File: config.mk
export PLATFORM = sky130hd
export DESIGN_NAME = mem_port_arbiter
export DESIGN_NICKNAME = d
export VERILOG_FILES = /design/src/rtl/mem_port_arbiter.sv
export SDC_FILE = /design/constraint.sdc
export NUM_CORES = 1
export LEC_CHECK = 0
export ABC_CLOCK_PERIOD_IN_PS = 1800
export CAP_MARGIN = 20
export CORE_AREA = 2 2 270 272
export DETAILED_ROUTE_END_ITERATION = 10
export DIE_AREA = 0 0 272 274
export GPL_TIMING_DRIVEN = 0
export PLACE_DENSITY = 0.51
export SYNTH_ARGS = -nofsm -noshare
export SYNTH_HDL_FRONTEND = slang
export SYNTH_SLANG_ARGS = --single-unit
File: constraint.sdc
create_clock -name clk -period 1.8 [get_ports clk]
set_input_delay 0.45 -clock clk [delete_from_list [all_inputs] [get_ports clk]]
set_output_delay 0.45 -clock clk [all_outputs]
set_load 0.02 [all_outputs]
File: src/rtl/mem_port_arbiter.sv
// Three-way arbiter (IF/DATA/PTW) for the single external memory port.
// Fixed priority PTW > DATA > IF with an IF starvation guard and a slave timeout.
module mem_port_arbiter #(
    parameter int ADDR_W       = 64,
    parameter int DATA_W       = 64,
    parameter int STARVE_LIMIT = 4,
    parameter int TIMEOUT      = 255
) (
    input  logic                    clk,
    input  logic                    rstn,
    input  logic [2:0]              m_req,
    input  logic [2:0]              m_we,
    input  logic [3*ADDR_W-1:0]     m_addr,
    input  logic [3*DATA_W-1:0]     m_wdata,
    input  logic [3*(DATA_W/8)-1:0] m_wmask,
    output logic [2:0]              m_done,
    output logic [2:0]              m_err,
    output logic [2:0]              m_stall,
    output logic [DATA_W-1:0]       m_rdata,
    output logic                    s_re,
    output logic                    s_we,
    output logic [ADDR_W-1:0]       s_addr,
    output logic [DATA_W-1:0]       s_wdata,
    output logic [DATA_W/8-1:0]     s_wmask,
    input  logic                    s_ready,
    input  logic [DATA_W-1:0]       s_rdata,
    output logic                    busy,
    output logic [1:0]              grant
);
    localparam int MASK_W = DATA_W / 8;
    localparam int SC_W   = $clog2(STARVE_LIMIT + 1);
    localparam int TO_W   = (TIMEOUT > 1) ? $clog2(TIMEOUT) : 1;
    localparam logic [SC_W-1:0] SC_MAX  = SC_W'(STARVE_LIMIT);
    localparam logic [TO_W-1:0] TO_LAST = TO_W'(TIMEOUT - 1);

    typedef enum logic [1:0] {IDLE, ISSUE, WAIT, RESP} state_t;

    state_t          state;
    logic            we_l;
    logic [TO_W-1:0] to_cnt;
    logic [SC_W-1:0] starve_cnt;
    logic [1:0]      win;

    // IF is forced once it has watched STARVE_LIMIT higher-priority grants go by
    always_comb begin
        win = 2'd0;
        if (m_req[0] && starve_cnt == SC_MAX) win = 2'd0;
        else if (m_req[2])                    win = 2'd2;
        else if (m_req[1])                    win = 2'd1;
    end

    assign m_stall = m_req & ~m_done;
    assign busy    = (state != IDLE);

    always_ff @(posedge clk) begin
        if (!rstn) begin
            state      <= IDLE;
            we_l       <= 1'b0;
            to_cnt     <= '0;
            starve_cnt <= '0;
            grant      <= 2'd3;
            m_done     <= '0;
            m_err      <= '0;
            m_rdata    <= '0;
            s_re       <= 1'b0;
            s_we       <= 1'b0;
            s_addr     <= '0;
            s_wdata    <= '0;
            s_wmask    <= '0;
        end else begin
            s_re   <= 1'b0;
            s_we   <= 1'b0;
            m_done <= '0;
            m_err  <= '0;
            case (state)
                IDLE: if (|m_req) begin
                    grant   <= win;
                    we_l    <= m_we[win];
                    s_re    <= ~m_we[win];
                    s_we    <= m_we[win];
                    s_addr  <= m_addr[32'(win)*ADDR_W +: ADDR_W];
                    s_wdata <= m_wdata[32'(win)*DATA_W +: DATA_W];
                    s_wmask <= m_wmask[32'(win)*MASK_W +: MASK_W];
                    if (win == 2'd0)
                        starve_cnt <= '0;
                    else if (m_req[0])
                        starve_cnt <= (starve_cnt == SC_MAX) ? SC_MAX : starve_cnt + 1'b1;
                    else
                        starve_cnt <= '0;
                    state <= ISSUE;
                end
                ISSUE: begin
                    to_cnt <= '0;
                    state  <= WAIT;
                end
                WAIT: begin
                    if (s_ready) begin
                        m_rdata <= we_l ? '0 : s_rdata;
                        m_done  <= 3'b001 << grant;
                        state   <= RESP;
                    end else if (to_cnt == TO_LAST) begin
                        m_rdata <= '0;
                        m_done  <= 3'b001 << grant;
                        m_err   <= 3'b001 << grant;
                        state   <= RESP;
                    end else begin
                        to_cnt <= to_cnt + 1'b1;
                    end
                end
                RESP: begin
                    grant <= 2'd3;
                    state <= IDLE;
                end
                default: state <= IDLE;
            endcase
        end
    end
endmodule
==> flow_summary.toml, run 1 <==
[route]
drt_first_pass_iters = 6
drt_iter0_markers = 954
vias = 15300
ant_nets = 0
vias_per_cell = 4.55
wirelength_met1_um = 30700
drc = 0
wl_met2_um = 35200
totalWireLength_um = 72700
routedWlPerCell_um = 21.6
top_layer_used = "met5"
met3_length_um = 5400

[run]
maxCapViolations = 0

[setup_path]
required_ns = 1.35
crit_type = "reg2out"
worst-path-max-fanout = 4
critical_path.startpoint = "state[1]"
r2r_slack_ns = 0.09
start_kind = "flip-flop"
endpoint_kind = "output pin"
worstReg2RegStart = "starve_cnt[0]"
cp.arrival_ns = 1.37

[yosys]
syn_area_um2 = 12100
dominantRegCellSynth = "dfxtp_1"
synth_top_area_share_pct = 37.0
synth_cell_type_count = 43
synth_xor_area_share_pct = 0.0722
muxShareOfSynthArea_pct = 0.165
synth_top_family_by_area = "compound AO/OA/AOI/OAI gates"
netlist_top_cells_count = "nor2_1, dfxtp_1, inv_1, nand2_1, o211ai_1"
synthAdderAreaFrac_pct = 0.826
yosysSeqAreaShare_pct = 37.0
synth.net_count = 2123
yosysMostFrequentCell = "nor2_1"
synth.area.top_cells = "dfxtp_1, nor2_1, o211ai_1"
synth-compound-area-share_pct = 27.9
synth_area_leader_cell = "dfxtp_1"
yosys.area_share.simple_pct = 23.4
ys_ff_latch = 224
synth_edf_count = 0
synth_warnings = 0
async_flop_share_pct = 0
syn_inst = 1634
syn_avg_cell_area_um2 = 7.42

[clock_network]
cts_max_path_buffers = 3
clkTransAtPathRegs_ns = 0.06
root_buffer = "clkbuf_16"
cts.sinks = 224
clk_latency_ns = 0.60
cts-buffers-inserted = 30
htree_levels = 1
cts_tree = "built"

[grt]
grt_pass1_wl_um = 103000
grt_overflow = 0
antenna_found_initial = 5
grt_max_degree = 17
track_usage_pct = 18.3
grt_pass1_vias = 15000

[sta]
worst_pin_slew_ns = 0.831
min_period_ns = 1.82
setup_viol = 1
fin_ws_ns = -0.0178
drv_slew = 0
skew_ns = 0.0163
relSlewSlack_pct = 44.6
rsz0062_at_grt = "yes"
finalCritPeriodShare_pct = 101
fin_hold_ws_ns = 0.362
hold_viol_final = 0
setup-tns-final_ns = -0.0178
fmax_mhz = 550

[layout]
nets = 2871
drive_above_1_share_pct = 11.0
area_growth_pct = 79.9

[placement]
place.gp.congestion = 0.938
io_buffers = 692
dp_hpwl_um = 56700

[floorplanning]
rows = 99
die_x_um = 272
core_area_um2 = 72000
start_util_pct = 16.8
ios = 695
fp.dieArea_um2 = 74500
die_h_um = 274

[power]
p_leak_nw = 8.97
ir_drop_mv = 0.715
power_density_nw_per_um2 = 1010
power.total_mw = 22.0

[status]
violations = "setup timing"
status = "finished with violations"

[worst_hold_path]
hold_start = "m_req[2]"
hold_class = "in2reg"
-- power breakdown --
part           total (mW)  switching (mW)  internal, mW  leakage, nW
Combinational        9.02            5.05          3.97         6.64
Sequential           6.90           0.703          6.20         1.84
Clock                6.05            2.56          3.49        0.486
Total                22.0            8.32          13.7         8.97
-- placed cells by master, fill, tap and decap left out, drive strengths merged, types with 6 or more instances in the layout --
cell type,synthesis,routed
clkdlybuf4s50,0,477
o21ai,146,146
inv,143,144
nand2,142,142
nor2,286,286
a21oi,7,7
clkdlybuf4s15,0,66
a22o,65,65
dlygate4sd2,0,120
nand3b,136,136
dfxtp,224,224
clkinv,0,9
clkbuf,76,128
buf,75,117
ha,8,8
nor3,6,6
o211ai,137,137
a31oi,136,136
nand3,10,10
-- metrics by stage --
stage	setup WS (ns)	instances	area, um2	utilization (%)
after global routing	-0.105	3364	21800	30.3
after detailed placement	-1.54	3287	20300	28.2
final	-0.0178	3367	21800	30.3
after CTS	-0.0726	3355	21600	30.0
after floorplan	0.0212	1634	12100	-
after global placement	-1.84	3285	20300	28.1
-- routing by layer --
| layer | global-route usage [%] | vias to the layer above |
|---|---|---|
| met2 | 31.6 | 627 |
| met1 | 22.9 | 7393 |
| met4 | 4.38 | 4 |
| met3 | 4.31 | 75 |
| li1 | - | 7219 |
| met5 | 0 | - |
-- flip-flops by register name, indices dropped and copies added (netlist names) --
| name | count |
|---|---|
| s_wdata | 64 |
| grant | 2 |
| m_done | 3 |
| we_l | 1 |
| m_err | 3 |
| s_we | 1 |
| s_re | 1 |
| state | 2 |
| m_rdata | 64 |
| starve_cnt | 3 |
| s_wmask | 8 |
| s_addr | 64 |
| to_cnt | 8 |
-- kinds of logic (layout without fill, tap and decap cells) --
kind of cell	count (synthesis)	count (layout)
other	0	5
AND/OR/NAND/NOR	596	596
XOR/XNOR	1	1
AO/OA/AOI/OAI	509	509
flip-flops	224	224
adder cells (fa/ha/maj)	8	8
buffers and inverters	294	1063
multiplexers	2	2
-- critical path, cell delays in order, from the launching register on --
cell,delay [ns]
dfxtp_2,0.35
inv_2,0.06
ha_4,0.19
inv_4,0.06
buf_6,0.11
-- repair_timing --
item / in CTS / in global routing
buffers inserted: 15 / 7
hold buffers: 0 / 0
resized for setup: 411 / 181
pin swaps: 3 / 16
cloned: 1 / 0
endpoints found under the setup margin: 415 / 254
-- final cells by class --
class | instances | area (um2)
Multi-Input combinational cell | 1116 | 6490
Sequential cell | 224 | 4490
Clock buffer | 41 | 862
Antenna cell | 5 | 12.5
Buffer | 150 | 1120
Inverter | 143 | 539
Fill cell | 7667 | 50200
Timing Repair Buffer | 717 | 6960
Tap cell | 959 | 1200
Clock inverter | 12 | 120
-- worst paths after layout --
check | end | cells past startpoint
min | s_re | 5
max | busy | 4
min reg2reg | s_wdata[29] | 2
max reg2reg | s_addr[46] | 8
Note: power is estimated with default switching activity, not from simulation.
==> run 2: changes to the inputs <==
--- a/config.mk
+++ b/config.mk
@@ -7,11 +7,12 @@
 export LEC_CHECK = 0
 export ABC_CLOCK_PERIOD_IN_PS = 1800
 export CAP_MARGIN = 20
-export CORE_AREA = 2 2 270 272
+export CORE_AREA = 4 4 272 274
 export DETAILED_ROUTE_END_ITERATION = 10
-export DIE_AREA = 0 0 272 274
+export DIE_AREA = 0 0 276 278
 export GPL_TIMING_DRIVEN = 0
 export PLACE_DENSITY = 0.51
 export SYNTH_ARGS = -nofsm -noshare
 export SYNTH_HDL_FRONTEND = slang
 export SYNTH_SLANG_ARGS = --single-unit
+export TNS_END_PERCENT = 10
==> flow_summary.toml, run 2 (synthesized netlist as in run 1, its figures left out) <==
[route]
drt_first_pass_iters = 5
drc = 0
vias = 15300
vias_per_cell = 4.56
drt_iter0_markers = 1105
wl_met2_um = 36200
ant_nets = 0
routedWlPerCell_um = 22.4
top_layer_used = "met5"
met3_length_um = 5550
totalWireLength_um = 75000
wirelength_met1_um = 31100

[setup_path]
start_kind = "flip-flop"
crit_type = "reg2out"
endpoint_kind = "output pin"
reg2regPathDepth = 8
required_ns = 1.35
cp.arrival_ns = 1.38
worst-path-max-fanout = 4

[sta]
drv_slew = 0
hold_viol_final = 0
setup_viol = 1
min_period_ns = 1.83
rsz0062_at_grt = "yes"
setup-tns-final_ns = -0.0304
skew_ns = 0.0321
finalCritPeriodShare_pct = 102
relSlewSlack_pct = 39.8
worst_pin_slew_ns = 0.903
fmax_mhz = 546
fin_ws_ns = -0.0304

[grt]
antenna_found_initial = 10
grt_overflow = 0
grt_pass1_vias = 15500
grt_max_degree = 17
track_usage_pct = 18.2
grt_pass1_wl_um = 107000

[clock_network]
htree_levels = 1
cts_max_path_buffers = 3
cts_tree = "built"
clkTransAtPathRegs_ns = 0.06
clk_latency_ns = 0.60
root_buffer = "clkbuf_16"
cts.sinks = 224
hold_buffers = 0
cts-buffers-inserted = 30

[power]
power_density_nw_per_um2 = 1010
power.total_mw = 22.1
ir_drop_mv = 0.777
p_leak_nw = 8.88

[layout]
nets = 2865
fin_util_pct = 30.5
reg_top3 = "m_rdata (64), s_addr (64), s_wdata (64)"
layout_common_cells = "clkdlybuf4s50_1, nor2_1, dfxtp_1"
area_growth_pct = 79.5
drive_above_1_share_pct = 11.2
layout_commonest_cell = "clkdlybuf4s50_1"

[placement]
dp_hpwl_um = 60000
place.gp.congestion = 0.952
io_buffers = 692

[floorplanning]
fp.dieArea_um2 = 76700
rows = 98
ios = 695
start_util_pct = 17.0
die_x_um = 276
die_h_um = 278
core_area_um2 = 71400

[worst_hold_path]
min_path_cells = 4
hold_class = "in2reg"

[status]
violations = "setup timing"
status = "finished with violations"

[run]
maxCapViolations = 0
## run 2: changes by cell type in the layout (fill, tap and decap cells not counted), sizes merged
cell,change
clkdlybuf4s15,+18
clkinv,-1
clkbuf,+4
dlygate4sd2,-10
bufinv,-1
buf,-13
## run 2: layout make-up
cell class	instances	area, um2
fill	7686	49600
timing repair buffer	713	7000
multi-input combinational	1116	6420
sequential	224	4490
tap	950	1190
buffer	148	1080
clock buffer	46	941
inverter	143	542
clock inverter	10	81.3
antenna	5	12.5
## run 2: metal layers
layer	up-vias	track usage, %
met4	6	5.17
li1	7207	-
met1	7275	22.2
met2	690	31.8
met3	116	4.61
met5	-	0
## run 2: what timing repair did
item | 4_1_cts | 5_1_grt
pin swaps | 1 | 11
setup endpoints to repair | 415 | 208
buffers inserted | 10 | 7
gates cloned | 0 | 0
hold endpoints to repair | 0 | 0
resized for setup | 475 | 107
## run 2: critical path: stages (launching register included)
cell and delay, ns:
dfxtp_4 0.36, inv_4 0.06, ha_4 0.18, inv_4 0.05, buf_6 0.13
## run 2: final timing paths
check | start | end | slack [ns]
worst max-delay path | state[1] | busy | -0.03
worst min-delay path | m_req[2] | starve_cnt[0] | 0.34
worst max register to register | starve_cnt[1] | s_addr[0] | 0.03
worst min register to register | s_addr[46] | s_addr[46] | 0.45
## run 2: stage by stage
| stage | hold WS [ns] | worst slack, ns | instance area (um2) | cells |
|---|---|---|---|---|
| finish | 0.342 | -0.0304 | 21800 | 3355 |
| global route | 0.342 | -0.0967 | 21800 | 3354 |
| CTS | 0.282 | -0.0904 | 21600 | 3343 |
| detailed placement | 0.442 | -1.48 | 20300 | 3280 |
| global placement | 0.435 | -1.78 | 20200 | 3276 |
| floorplan | 0.447 | -0.0465 | 12100 | 1634 |
## run 2: where the power goes
| group | total, mW | switching, mW | internal, mW |
|---|---|---|---|
| combinational | 8.96 | 5.06 | 3.90 |
| clock | 6.16 | 2.57 | 3.59 |
| sequential | 6.93 | 0.734 | 6.20 |
